$ cat src/rtl/register_pipe_pkg.sv
// Shared helpers for the register_pipe slice: channel slicing and occupancy counter sizing.
package register_pipe_pkg;

    localparam int DEFAULT_WORD_WIDTH  = 8;
    localparam int DEFAULT_CHANNELS    = 2;
    localparam int DEFAULT_DEPTH       = 3;
    localparam int DEFAULT_RESET_VALUE = 8;

    // Bit offset of channel c inside a packed beat.
    function automatic int slice_offset(input int channel, input int word_width);
        return channel * word_width;
    endfunction

    // Occupancy must represent 0..depth inclusive.
    function automatic int count_width(input int depth);
        return $clog2(depth + 1);
    endfunction

endpackage

$ cat src/rtl/register_pipe_stage.sv
// One pipe stage: valid bit plus a full beat of data, loading whenever it is empty or
// downstream can take its current contents.
module register_pipe_stage
    import register_pipe_pkg::*;
#(
    parameter int WORD_WIDTH  = DEFAULT_WORD_WIDTH,
    parameter int CHANNELS    = DEFAULT_CHANNELS,
    parameter int RESET_VALUE = DEFAULT_RESET_VALUE
) (
    input  logic                           clock,
    input  logic                           resetn,
    input  logic                           enable,
    input  logic                           prev_valid,
    input  logic [CHANNELS*WORD_WIDTH-1:0] prev_data,
    input  logic                           next_ready,
    output logic                           valid,
    output logic [CHANNELS*WORD_WIDTH-1:0] data,
    output logic                           ready
);

    localparam int                    BEAT_W     = CHANNELS * WORD_WIDTH;
    localparam logic [WORD_WIDTH-1:0] RESET_WORD = WORD_WIDTH'(RESET_VALUE);

    logic [BEAT_W-1:0] reset_beat;

    for (genvar c = 0; c < CHANNELS; c++) begin : g_reset_word
        assign reset_beat[slice_offset(c, WORD_WIDTH) +: WORD_WIDTH] = RESET_WORD;
    end

    // An empty stage always loads, which is what collapses bubbles under a stall.
    assign ready = ~valid | next_ready;

    always_ff @(posedge clock) begin
        if (!resetn) begin
            valid <= 1'b0;
            data  <= reset_beat;
        end else if (enable && ready) begin
            valid <= prev_valid;
            data  <= prev_data;
        end
    end

endmodule

$ cat src/rtl/register_pipe.sv
// DEPTH-stage retiming pipe with valid/ready flow control, bubble collapsing,
// occupancy count and a global clock_enable freeze.
module register_pipe
    import register_pipe_pkg::*;
#(
    parameter int WORD_WIDTH  = DEFAULT_WORD_WIDTH,
    parameter int CHANNELS    = DEFAULT_CHANNELS,
    parameter int DEPTH       = DEFAULT_DEPTH,
    parameter int RESET_VALUE = DEFAULT_RESET_VALUE
) (
    input  logic                           clock,
    input  logic                           resetn,
    input  logic                           clock_enable,
    input  logic                           s_valid,
    output logic                           s_ready,
    input  logic [CHANNELS*WORD_WIDTH-1:0] s_data,
    output logic                           m_valid,
    input  logic                           m_ready,
    output logic [CHANNELS*WORD_WIDTH-1:0] m_data,
    output logic [$clog2(DEPTH+1)-1:0]     count
);

    localparam int BEAT_W  = CHANNELS * WORD_WIDTH;
    localparam int COUNT_W = count_width(DEPTH);

    logic [DEPTH-1:0]  stage_valid;
    logic [BEAT_W-1:0] stage_data [DEPTH];
    logic [DEPTH:0]    stage_ready;
    logic [DEPTH-1:0]  prev_valid;
    logic [BEAT_W-1:0] prev_data  [DEPTH];
    logic              accept;
    logic              emit;

    assign stage_ready[DEPTH] = m_ready;

    for (genvar i = 0; i < DEPTH; i++) begin : g_stage
        if (i == 0) begin : g_head
            assign prev_valid[i] = s_valid;
            assign prev_data[i]  = s_data;
        end else begin : g_body
            assign prev_valid[i] = stage_valid[i-1];
            assign prev_data[i]  = stage_data[i-1];
        end

        register_pipe_stage #(
            .WORD_WIDTH (WORD_WIDTH),
            .CHANNELS   (CHANNELS),
            .RESET_VALUE(RESET_VALUE)
        ) u_stage (
            .clock     (clock),
            .resetn    (resetn),
            .enable    (clock_enable),
            .prev_valid(prev_valid[i]),
            .prev_data (prev_data[i]),
            .next_ready(stage_ready[i+1]),
            .valid     (stage_valid[i]),
            .data      (stage_data[i]),
            .ready     (stage_ready[i])
        );
    end

    // Gating both handshake outputs with clock_enable keeps a frozen pipe from trading beats.
    assign s_ready = clock_enable & stage_ready[0];
    assign m_valid = clock_enable & stage_valid[DEPTH-1];
    assign m_data  = stage_data[DEPTH-1];

    assign accept = s_valid & s_ready;
    assign emit   = m_valid & m_ready;

    always_ff @(posedge clock) begin
        if (!resetn) begin
            count <= '0;
        end else if (accept && !emit) begin
            count <= count + COUNT_W'(1);
        end else if (emit && !accept) begin
            count <= count - COUNT_W'(1);
        end
    end

endmodule

$ cat config.mk
export PLATFORM = sky130hd
export DESIGN_NAME = register_pipe
export DESIGN_NICKNAME = d
export VERILOG_FILES = /design/src/rtl/register_pipe_pkg.sv /design/src/rtl/register_pipe_stage.sv /design/src/rtl/register_pipe.sv
export SDC_FILE = /design/constraint.sdc
export NUM_CORES = 1
export LEC_CHECK = 0
export CAP_MARGIN = 25
export CELL_PAD_IN_SITES_DETAIL_PLACEMENT = 1
export CELL_PAD_IN_SITES_GLOBAL_PLACEMENT = 1
export CORE_UTILIZATION = 30
export CTS_BUF_LIST = sky130_fd_sc_hd__clkbuf_8
export DETAILED_ROUTE_END_ITERATION = 8
export PLACE_DENSITY = 0.7
export SYNTH_ARGS = -nofsm -noshare
export SYNTH_HDL_FRONTEND = slang
export SYNTH_SLANG_ARGS = --single-unit
export TNS_END_PERCENT = 30
$ cat constraint.sdc
create_clock -name clock -period 3.9 [get_ports clock]
set_input_delay 0.78 -clock clock [delete_from_list [all_inputs] [get_ports clock]]
set_output_delay 0.78 -clock clock [all_outputs]
set_load 0.01 [all_outputs]
**Word level (Yosys, flattened, before mapping)**

Cells that the tools add are included.

- Reductions and logical operators: 8
- $add $sub $neg: 2
- Mux-type cells: 2
- Bitwise operators: 10

Operators by type and width:

| operator | count |
|---|---|
| $logic_and 1x1->1 | 5 |
| $and 1x1->1 | 4 |
| $mux 2 | 2 |
| $not 1->1 | 3 |
| $or 1x1->1 | 3 |
| $add 2x1->2 const B | 1 |
| $logic_not 1->1 | 2 |
| $reduce_bool 2->1 | 1 |
| $sub 2x1->2 const B | 1 |

- Word-level logic and storage cells: 29
- Register bits: 53
- Output and inout bits: 20
- Input bits: 21

**Logic depth before layout (Yosys ltp)**

Gate-level depths: netlist of run 1.

- Word-level depth: 10
- Mapped depth: 10
- Gate-level depth less buffers: 7

**Hierarchy**

A second synthesis of run 1 with hierarchy kept.

- Cells, all modules: 238
- Area, all modules: 2219.6 µm²

Modules (own cells, without submodules):

| module | cells an instance | seq. area each (µm²) | area an instance (µm²) | instances |
|---|---|---|---|---|
| register_pipe_stage | 75 | 340.3 | 700.7 | 3 |
| register_pipe | 13 | 40.0 | 117.6 | 1 |

**Least setup slack after synthesis of run 1**

OpenSTA, ideal clock, no wires.

- Kind: input port to flip-flop
- From: input clock_enable
- To: register count[1]
- Slack: 1.593 ns
- Stages on the path: 9
- Required time: 3.830 ns
- Library setup time: 0.070 ns
- Arrival time: 2.237 ns
- Buffers on the path: 3
- Cell sequence: inv_2 buf_6 a31oi_2 buf_6 buf_12 and2_1 ha_1 or3_1 a21oi_1

- Word-level cells in the longest chain between the ends: 5
- Elaborated cells on any way between the ends: 10
- Classes of those cells: mux (1); bitwise (4); reduce/logical (5)

RTL lines:

| element | RTL line | text |
|---|---|---|
| from (decl) | register_pipe.sv:13 | `input logic clock_enable,` |
| $and 1x1->1 (*) | register_pipe.sv:63 | `assign s_ready = clock_enable & stage_ready[0];` |
| named net s_ready | register_pipe.sv:15 | `output logic s_ready,` |
| $and 1x1->1 (*) | register_pipe.sv:67 | `assign accept = s_valid & s_ready;` |
| $logic_not 1->1 | register_pipe.sv:75 | `end else if (emit && !accept) begin` |
| $logic_and 1x1->1 | register_pipe.sv:75 |  |
| $reduce_bool 2->1 (no line) | n/a |  |
| to (signal assigned) | register_pipe.sv:74 | `count <= count + COUNT_W'(1);` |
| to (signal assigned) | register_pipe.sv:76 | `count <= count - COUNT_W'(1);` |
| to (decl) | register_pipe.sv:20 | `output logic [$clog2(DEPTH+1)-1:0] count` |

The timed path passes the listed nets; every way through them passes the cells marked *.
A chain may end at the register's enable or synchronous reset.

**Worst setup path in the final report of run 1**

- From: input m_ready
- To: output s_ready

- Word-level cells in the longest chain between the ends: 4

RTL lines:

| element | RTL line | text |
|---|---|---|
| from (decl) | register_pipe.sv:18 | `input logic m_ready,` |
| $or 1x1->1 (3 in a row) | register_pipe_stage.sv:31 | `assign ready = ~valid \| next_ready;` |
| $and 1x1->1 | register_pipe.sv:63 |  |
| to (decl) | register_pipe.sv:15 |  |

No other way between the ends.

==> run_results.csv, run 1 <==
group,metric,value,unit
run_status,status,"complete, no violations",
cts,cts_resized,0,
sta,slew_viol_final,0,
yosys,synth_top_area_share,0.508,
floorplanning,die_h,85.5,um
routing,dr.pass1.iters,4,
global_route,grt_usage,0.140,
yosys,netlist_instances,226,
yosys,synthTopCellsByArea,"dfxtp_1 (51%), mux2i_1 (15%), nand2_1 (8.3%), nand3_1 (4.6%), o21ai_1 (4.1%)",
cts,cts_made_buffers,5,
critical_path,worstPathArrival,2580,ps
routing,ant_nets,0,
final_layout,insertedDiodeCount,0,
final_layout,num-nets-final,280,
routing,drt-vias-per-instance,4.79,
cts,clkSlewWorstSetupHoldPaths,90,ps
yosys,synthArstFlopShare,0,
final_layout,register_area,1060,um^2
final_layout,multi_input_area,898,um^2
cts,cts_tree,"built",
yosys,avgSynthCellArea,9.25,um^2
cts,cts_max_level,2,
routing,dr_total_vias,1623,
yosys,yosysTopAreaCell,"dfxtp_1",
global_route,grt_max_degree,34,
yosys,synth_seq_cells,53,
sta,hold_viol,0,
yosys,yosysSeqAreaShare,0.508,
global_route,first_global_vias,1618,
cts,ctsRootBufferMaster,"clkbuf_8",
critical_path,path_max_fanout,20,
yosys,synth_flop_cell,"dfxtp_1",
run,cap_viol_max_count,0,
final_layout,most-common-layout-cells,"dfxtp_1 (53), nand2_1 (46), clkdlybuf4s50_1 (40)",
sta,whs,468,ps
cts,cts_sinks,53,
placed_design,hpwlAfterDp,3.26,mm
sta,fmax,0.298,GHz
critical_path,critPathLaunchType,"primary input",
routing,wirelength,4.67,mm
floorplanning,core,6760,um^2
yosys,yosys_warnings,0,
critical_path,regToRegSetupSlack,1580,ps
final_layout,layout-drive-gt1-share,0.0656,
routing,routedWlPerCell,13.8,um
critical_path,crit_type,"primary input to output pin",
pwr,power_density,409,nW/um^2
sta,worst_clock_skew,6.51,ps
yosys,syn_area,2090,um^2
cts,cts_setup_buffers,0,
min_path,min-delay-path-class,"flip-flop to flip-flop",
pwr,power_leakage,1.02,nW
sta,rsz0062_at_grt,"false",
floorplanning,std_cell_rows,30,
cts,clock_latency,310,ps
placed_design,numPortBuffers,40,
floorplanning,boundaryPins,41,
floorplanning,start_util,0.309,
global_route,grt_pass1_wl,7.94,mm
routing,initialDrtViolationCount,48,
final_layout,area_growth,25.3,%
routing,drcViolationCount,0,
cts,hold_buffers,0,
yosys,synth_edf_count,0,
yosys,synth_cell_types,25,
sta,finalSetupViolations,0,
pwr,finalPower,1.07,mW
critical_path,endpoint_kind,"output pin",
floorplanning,die_x,85.5,um
final_layout,final_util,0.387,
floorplanning,die_area,7300,um^2
sta,period_share,0.861,
pwr,ir_worst_vdd,0.154,mV
sta,fin_crit,3360,ps
critical_path,crit_required,3120,ps
sta,finalSetupTns,0,ps
placed_design,gp_congestion,0.765,
cts,cts_buffer_depth,2,
sta,worst_pin_slew,791,ps
global_route,antenna_found_initial,0,
yosys,synth_nets,248,
final_layout,mostFrequentLayoutCell,"dfxtp_1",
global_route,grt-ovfl-total,0,
final_layout,nFillCells,799,
sta,slew-limit-headroom,0.473,
-- power breakdown --
| part | internal (mW) | switching (mW) | total [mW] |
|---|---|---|---|
| registers | 0.564 | 0.0107 | 0.574 |
| clock network | 0.209 | 0.179 | 0.388 |
| logic | 0.0536 | 0.0532 | 0.107 |
-- cells in the mapped netlist (2+ instances only) --
master and instances:
clkbuf_1 6, buf_2 4, buf_1 3, a21oi_1 16, nor2_1 8, xor2_1 2, dfxtp_1 53, o21ai_1 17
buf_6 3, nand2_1 46, mux2i_1 32, inv_2 2, nand3_1 19, and2_1 2, buf_4 2, o21ai_0 2
-- metal layers --
metal | routed length (um) | up-vias | GRT usage | part of all wire
met5 | 0 | - | 0 | 0
met4 | 82 | 0 | 0.0652 | 0.018
met3 | 139 | 4 | 0.0292 | 0.030
met2 | 2110 | 36 | 0.215 | 0.45
met1 | 2340 | 757 | 0.187 | 0.50
li1 | - | 826 | - | -
-- critical path: stages --
cell and delay, ps:
clkdlybuf4s50_1 490, nor2b_4 460, a31oi_2 290, clkdlybuf4s50_1 550
-- final timing paths --
check	startpoint	endpoint	cells after the start
max	m_ready	s_ready	4
max reg2reg	g_stage[2].u_stage.valid	count[1]	6
min reg2reg	g_stage[1].u_stage.data[0]	g_stage[1].u_stage.data[0]	2
min	g_stage[1].u_stage.data[0]	g_stage[1].u_stage.data[0]	2
-- flip-flops by register name (all words and copies together) (netlist names) --
register               flops
count                      2
g_stage.u_stage.data      48
g_stage.u_stage.valid      3
-- kinds of logic after synthesis --
kind of cell / share of synthesized area
buffers and inverters: 0.0623
AO/OA/AOI/OAI: 0.101
adder cells (fa/ha/maj): 0.00599
flip-flops: 0.508
XOR/XNOR: 0.00838
multiplexers: 0.153
AND/OR/NAND/NOR: 0.161
-- per-stage QoR --
| stage | area [um^2] | setup slack, ps | cells |
|---|---|---|---|
| final | 2620 | 543 | 339 |
| after global routing | 2620 | 431 | 339 |
| after CTS | 2620 | 529 | 339 |
| after detailed placement | 2500 | 535 | 331 |
| after global placement | 2500 | 548 | 331 |
| after floorplan | 2090 | 1590 | 226 |
-- area by class of cell --
class                   count  area share
clock inverters             2      0.0143
multi-input cells         152       0.343
flip-flops and latches     53       0.405
well taps                  80      0.0382
repair buffers             44       0.164
inverters                   2     0.00287
clock buffers               6      0.0315
Note: power is estimated with default switching activity, not from simulation.
==> run 2, diff against run 1 <==
Settings changed: GPL_TIMING_DRIVEN from default to 0.
==> run 2 against run 1 <==
Non-clock buffer count rose by 15. Maximum frequency down 0.75%. First-iteration DRC count increased by 25%. Critical path type unchanged. Highest routed layer unchanged.
==> run_results.csv, run 2 (synthesis results as in run 1) <==
group,metric,value,unit
run_status,status,"complete, no violations",
critical_path,endpoint_kind,"output pin",
final_layout,largest_reg_flops,48,
cts,cts_setup_buffers,0,
global_route,grt_max_degree,17,
pwr,power.switching,0.244,mW
final_layout,area_growth,30.4,%
final_layout,mostFrequentLayoutCell,"dfxtp_1",
sta,rsz0062_at_grt,"false",
cts,clock_latency,300,ps
sta,fin_crit,3380,ps
placed_design,hpwlAfterDp,3.65,mm
min_path,min-delay-path-class,"flip-flop to flip-flop",
global_route,first_global_vias,1782,
floorplanning,core,6760,um^2
sta,hold_viol,0,
routing,wirelength,5.04,mm
global_route,grt_pass1_wl,8.70,mm
final_layout,nFillCells,769,
critical_path,cpMaxStageDelayCell,"clkdlybuf4s50_1",
placed_design,numPortBuffers,40,
pwr,ir_worst_vdd,0.125,mV
routing,routedWlPerCell,14.2,um
pwr,internal_power,0.877,mW
floorplanning,boundaryPins,41,
floorplanning,std_cell_rows,30,
cts,clkSlewWorstSetupHoldPaths,90,ps
critical_path,path_cells,"clkdlybuf4s50_1, inv_2, buf_6, a31oi_2, buf_6, buf_12, clkdlybuf4s50_1",
global_route,antenna_found_initial,0,
cts,cts_max_level,2,
pwr,power_density,412,nW/um^2
global_route,grt-ovfl-total,0,
placed_design,gp_congestion,0.755,
routing,ant_nets,0,
cts,cts_buffer_depth,2,
final_layout,reg_top3,"g_stage.u_stage.data x48, g_stage.u_stage.valid x3, count x2",
run,cap_viol_max_count,0,
routing,drt-vias-per-instance,4.78,
sta,slew-limit-headroom,0.655,
pwr,combPwrFrac,0.103,
final_layout,layout-drive-gt1-share,0.0839,
final_layout,layout.cells.non_filler,354,
pwr,pwr-share-seq,0.513,
floorplanning,start_util,0.309,
sta,finalSetupViolations,0,
floorplanning,die_x,85.5,um
sta,fmax,0.296,GHz
routing,dr.pass1.iters,4,
critical_path,critPathBufInv,6,
critical_path,crit_type,"primary input to output pin",
final_layout,top_register,"g_stage.u_stage.data",
routing,dr_total_vias,1693,
critical_path,worstPathArrival,2600,ps
final_layout,insertedDiodeCount,0,
final_layout,num-nets-final,295,
cts,cts_resized,0,
routing,drcViolationCount,0,
cts,cts_sinks,53,
pwr,power_leakage,1.07,nW
routing,initialDrtViolationCount,60,
critical_path,path_max_fanout,10,
critical_path,cp_top_family,"buffers and inverters",
critical_path,crit_required,3120,ps
sta,worst_pin_slew,518,ps
pwr,power_frac_clock,0.384,
sta,whs,468,ps
final_layout,most-common-layout-cells,"dfxtp_1 (53), nand2_1 (46), clkdlybuf4s50_1 (40)",
sta,worst_clock_skew,3.36,ps
sta,period_share,0.867,
critical_path,critPathLaunchType,"primary input",
cts,ctsRootBufferMaster,"clkbuf_8",
floorplanning,die_area,7300,um^2
sta,slew_viol_final,0,
sta,finalSetupTns,0,ps
cts,cts_tree,"built",
cts,hold_buffers,0,
cts,cts_made_buffers,5,
critical_path,max_stage_delay,540,ps
pwr,swShare,0.218,
floorplanning,die_h,85.5,um
placed_design,dp.cells,346,
global_route,grt_usage,0.153,
run 2: changes by cell type in the layout (fill, tap and decap cells not counted), moves of 2 or more:
cell	delta
buf_1	+3
buf_2	+4
buf_4	-2
buf_6	+3
clkbuf_1	+6
run 2: power groups by stage:
stage	sequential (mW)	clock [mW]	combinational, mW
3_5_place_dp	0.588	0	0.117
3_3_place_gp	0.587	0	0.114
4_1_cts	0.575	0.444	0.118
6_report	0.575	0.430	0.116
5_1_grt	0.578	0.466	0.127
2_1_floorplan	0.587	0	0.0635
run 2: final cells by class:
cell class                      instances  area (um^2)  share of cell area
Buffer                                 19          123              0.0450
Inverter                                2         7.51             0.00276
Tap cell                               80          100              0.0367
Clock buffer                            5         68.8              0.0253
Multi-Input combinational cell        152          898               0.330
Clock inverter                          3         65.1              0.0239
Sequential cell                        53         1060               0.390
Timing Repair Buffer                   40          400               0.147
run 2: path summary, 6_finish.rpt:
path / startpoint / end / slack, ps / cells after the start
setup reg to reg: g_stage[2].u_stage.valid / count[1] / 1760 / 8
hold / removal: g_stage[1].u_stage.data[4] / g_stage[1].u_stage.data[4] / 470 / 2
setup / recovery: clock_enable / s_ready / 520 / 7
hold reg to reg: g_stage[1].u_stage.data[4] / g_stage[1].u_stage.data[4] / 470 / 2
run 2: tightest hold or removal path, stage by stage (launching register included):
cell and delay [ps]:
dfxtp_1 320, nand2_1 50, mux2i_1 50
run 2: per-layer routing:
layer	global-route usage	routed length (um)	vias to the layer above
met5	0	0	-
met4	0.0545	91	0
met3	0.0263	123	8
met2	0.247	2350	27
met1	0.205	2470	802
li1	-	-	856
run 2: stage by stage:
stage	power [mW]	instance area [um^2]	util	setup slack, ps
floorplan	0.650	2090	-	1590
global placement	0.701	2590	0.383	523
detailed placement	0.705	2590	0.383	525
CTS	1.14	2720	0.403	517
global route	1.17	2720	0.403	446
finish	1.12	2720	0.403	517
==> run 3, diff against run 2 <==
Settings changed: CORE_UTILIZATION 30 to 43, PLACE_DENSITY 0.7 to 0.93, SLEW_MARGIN from default to 10.
==> run 3 against run 2 <==
Worst hold slack better by 2.2 ps. Clock power is 30% lower. Non-clock buffer count stayed put. First-iteration DRC count is 40% higher. Critical path depth stayed put. Utilization is 18 points higher. Combinational power hardly changed. Final cell count is 7.9% lower. Critical path type unchanged.
==> run_results.csv, run 3 (synthesis results as in run 1) <==
group,metric,value,unit
critical_path,regToRegSetupSlack,1760,ps
critical_path,path_max_fanout,10,
sta,finalSetupTns,0,ps
pwr,ir_worst_vdd,0.243,mV
final_layout,top_register,"g_stage.u_stage.data",
cts,cts_made_buffers,5,
cts,cts_buffer_depth,2,
global_route,grt.busiest_layer,"met2",
floorplanning,std_cell_rows,24,
final_layout,insertedDiodeCount,0,
cts,clock_latency,310,ps
critical_path,endpoint_kind,"output pin",
placed_design,gp_congestion,0.722,
routing,dr.pass1.iters,4,
final_layout,largest_reg_flops,48,
cts,clkSlewWorstSetupHoldPaths,90,ps
global_route,grt_max_degree,16,
run,cap_viol_max_count,0,
cts,ctsRootBufferMaster,"clkbuf_8",
cts,cts_setup_buffers,0,
global_route,first_global_vias,1770,
routing,drcViolationCount,0,
sta,finalSetupViolations,0,
global_route,grt_usage,0.213,
final_layout,register_area,1060,um^2
floorplanning,die_h,71.7,um
sta,slew-limit-headroom,0.661,
sta,setup_ws,534,ps
run_status,status,"complete, no violations",
sta,worst_clock_skew,5.97,ps
placed_design,post_dp_cell_area,2550,um^2
final_layout,multi_input_area,898,um^2
final_layout,nFillCells,552,
final_layout,most-common-layout-cells,"dfxtp_1 (53), nand2_1 (46), clkdlybuf4s50_1 (40)",
sta,worst_pin_slew,509,ps
floorplanning,start_util,0.464,
final_layout,area_growth,26.2,%
final_layout,num-nets-final,295,
placed_design,numPortBuffers,40,
sta,fin_crit,3370,ps
critical_path,crit_type,"primary input to output pin",
placed_design,place_ws,550,ps
final_layout,layout-drive-gt1-share,0.0803,
floorplanning,core,4500,um^2
sta,period_share,0.863,
sta,slew_viol_final,0,
global_route,grt_pass1_wl,8.41,mm
pwr,finalPower,0.993,mW
placed_design,hpwlAfterDp,3.68,mm
final_layout,final_area,2640,um^2
min_path,min-delay-path-class,"flip-flop to flip-flop",
floorplanning,boundaryPins,41,
routing,dr_total_vias,1721,
routing,drt-vias-per-instance,5.28,
sta,rsz0062_at_grt,"false",
floorplanning,die_x,71.7,um
routing,wirelength,5.17,mm
floorplanning,die_area,5140,um^2
routing,ant_nets,0,
sta,whs,470,ps
critical_path,critPathLaunchType,"primary input",
global_route,use_met1,0.260,
final_layout,mostFrequentLayoutCell,"dfxtp_1",
pwr,power_density,376,nW/um^2
critical_path,worstPathArrival,2590,ps
critical_path,crit_required,3120,ps
cts,cts_resized,0,
global_route,grt-ovfl-total,0,
cts,cts_tree,"built",
routing,initialDrtViolationCount,84,
global_route,use_met2,0.383,
sta,hold_viol,0,
cts,cts_max_level,2,
sta,fmax,0.297,GHz
final_layout,reg_top3,"g_stage.u_stage.data x48, g_stage.u_stage.valid x3, count x2",
pwr,power_leakage,1.05,nW
cts,cts_sinks,53,
cts,hold_buffers,0,
global_route,grtUsageMet3,0.0295,
global_route,antenna_found_initial,0,
routing,routedWlPerCell,15.8,um
==> run 3: through the flow <==
step	util	std cells
after floorplan	-	226
after global placement	0.567	318
after detailed placement	0.567	318
after CTS	0.586	326
after global routing	0.586	326
final	0.586	326
==> run 3: power breakdown <==
part	internal, mW	switching (mW)
clock	0.122	0.178
sequential	0.564	0.0116
combinational	0.0586	0.0585
total	0.745	0.248
==> run 3: area by class of cell <==
class | count | area share
Buffer | 19 | 0.0465
Clock buffer | 5 | 0.0261
Clock inverter | 3 | 0.00522
Inverter | 2 | 0.00285
Multi-Input combinational cell | 152 | 0.341
Sequential cell | 53 | 0.402
Tap cell | 52 | 0.0247
Timing Repair Buffer | 40 | 0.152
==> run 3: per-layer routing <==
layer / up-vias / part of all wire
met5: - / 0
met4: 0 / 0.014
met3: 6 / 0.025
met2: 41 / 0.50
met1: 823 / 0.46
li1: 851 / -
==> run 3: worst paths after layout <==
check,startpoint,endpoint,cells past startpoint
hold / removal,g_stage[1].u_stage.data[14],g_stage[1].u_stage.data[14],2
setup reg to reg,g_stage[2].u_stage.valid,count[1],8
hold reg to reg,g_stage[1].u_stage.data[14],g_stage[1].u_stage.data[14],2
setup / recovery,clock_enable,s_ready,7
==> run 3: worst max-delay path, cell delays in order <==
cell and delay (ps):
clkdlybuf4s50_1 540, inv_2 60, buf_6 140, a31oi_2 170, buf_6 200, buf_12 160
clkdlybuf4s50_1 540
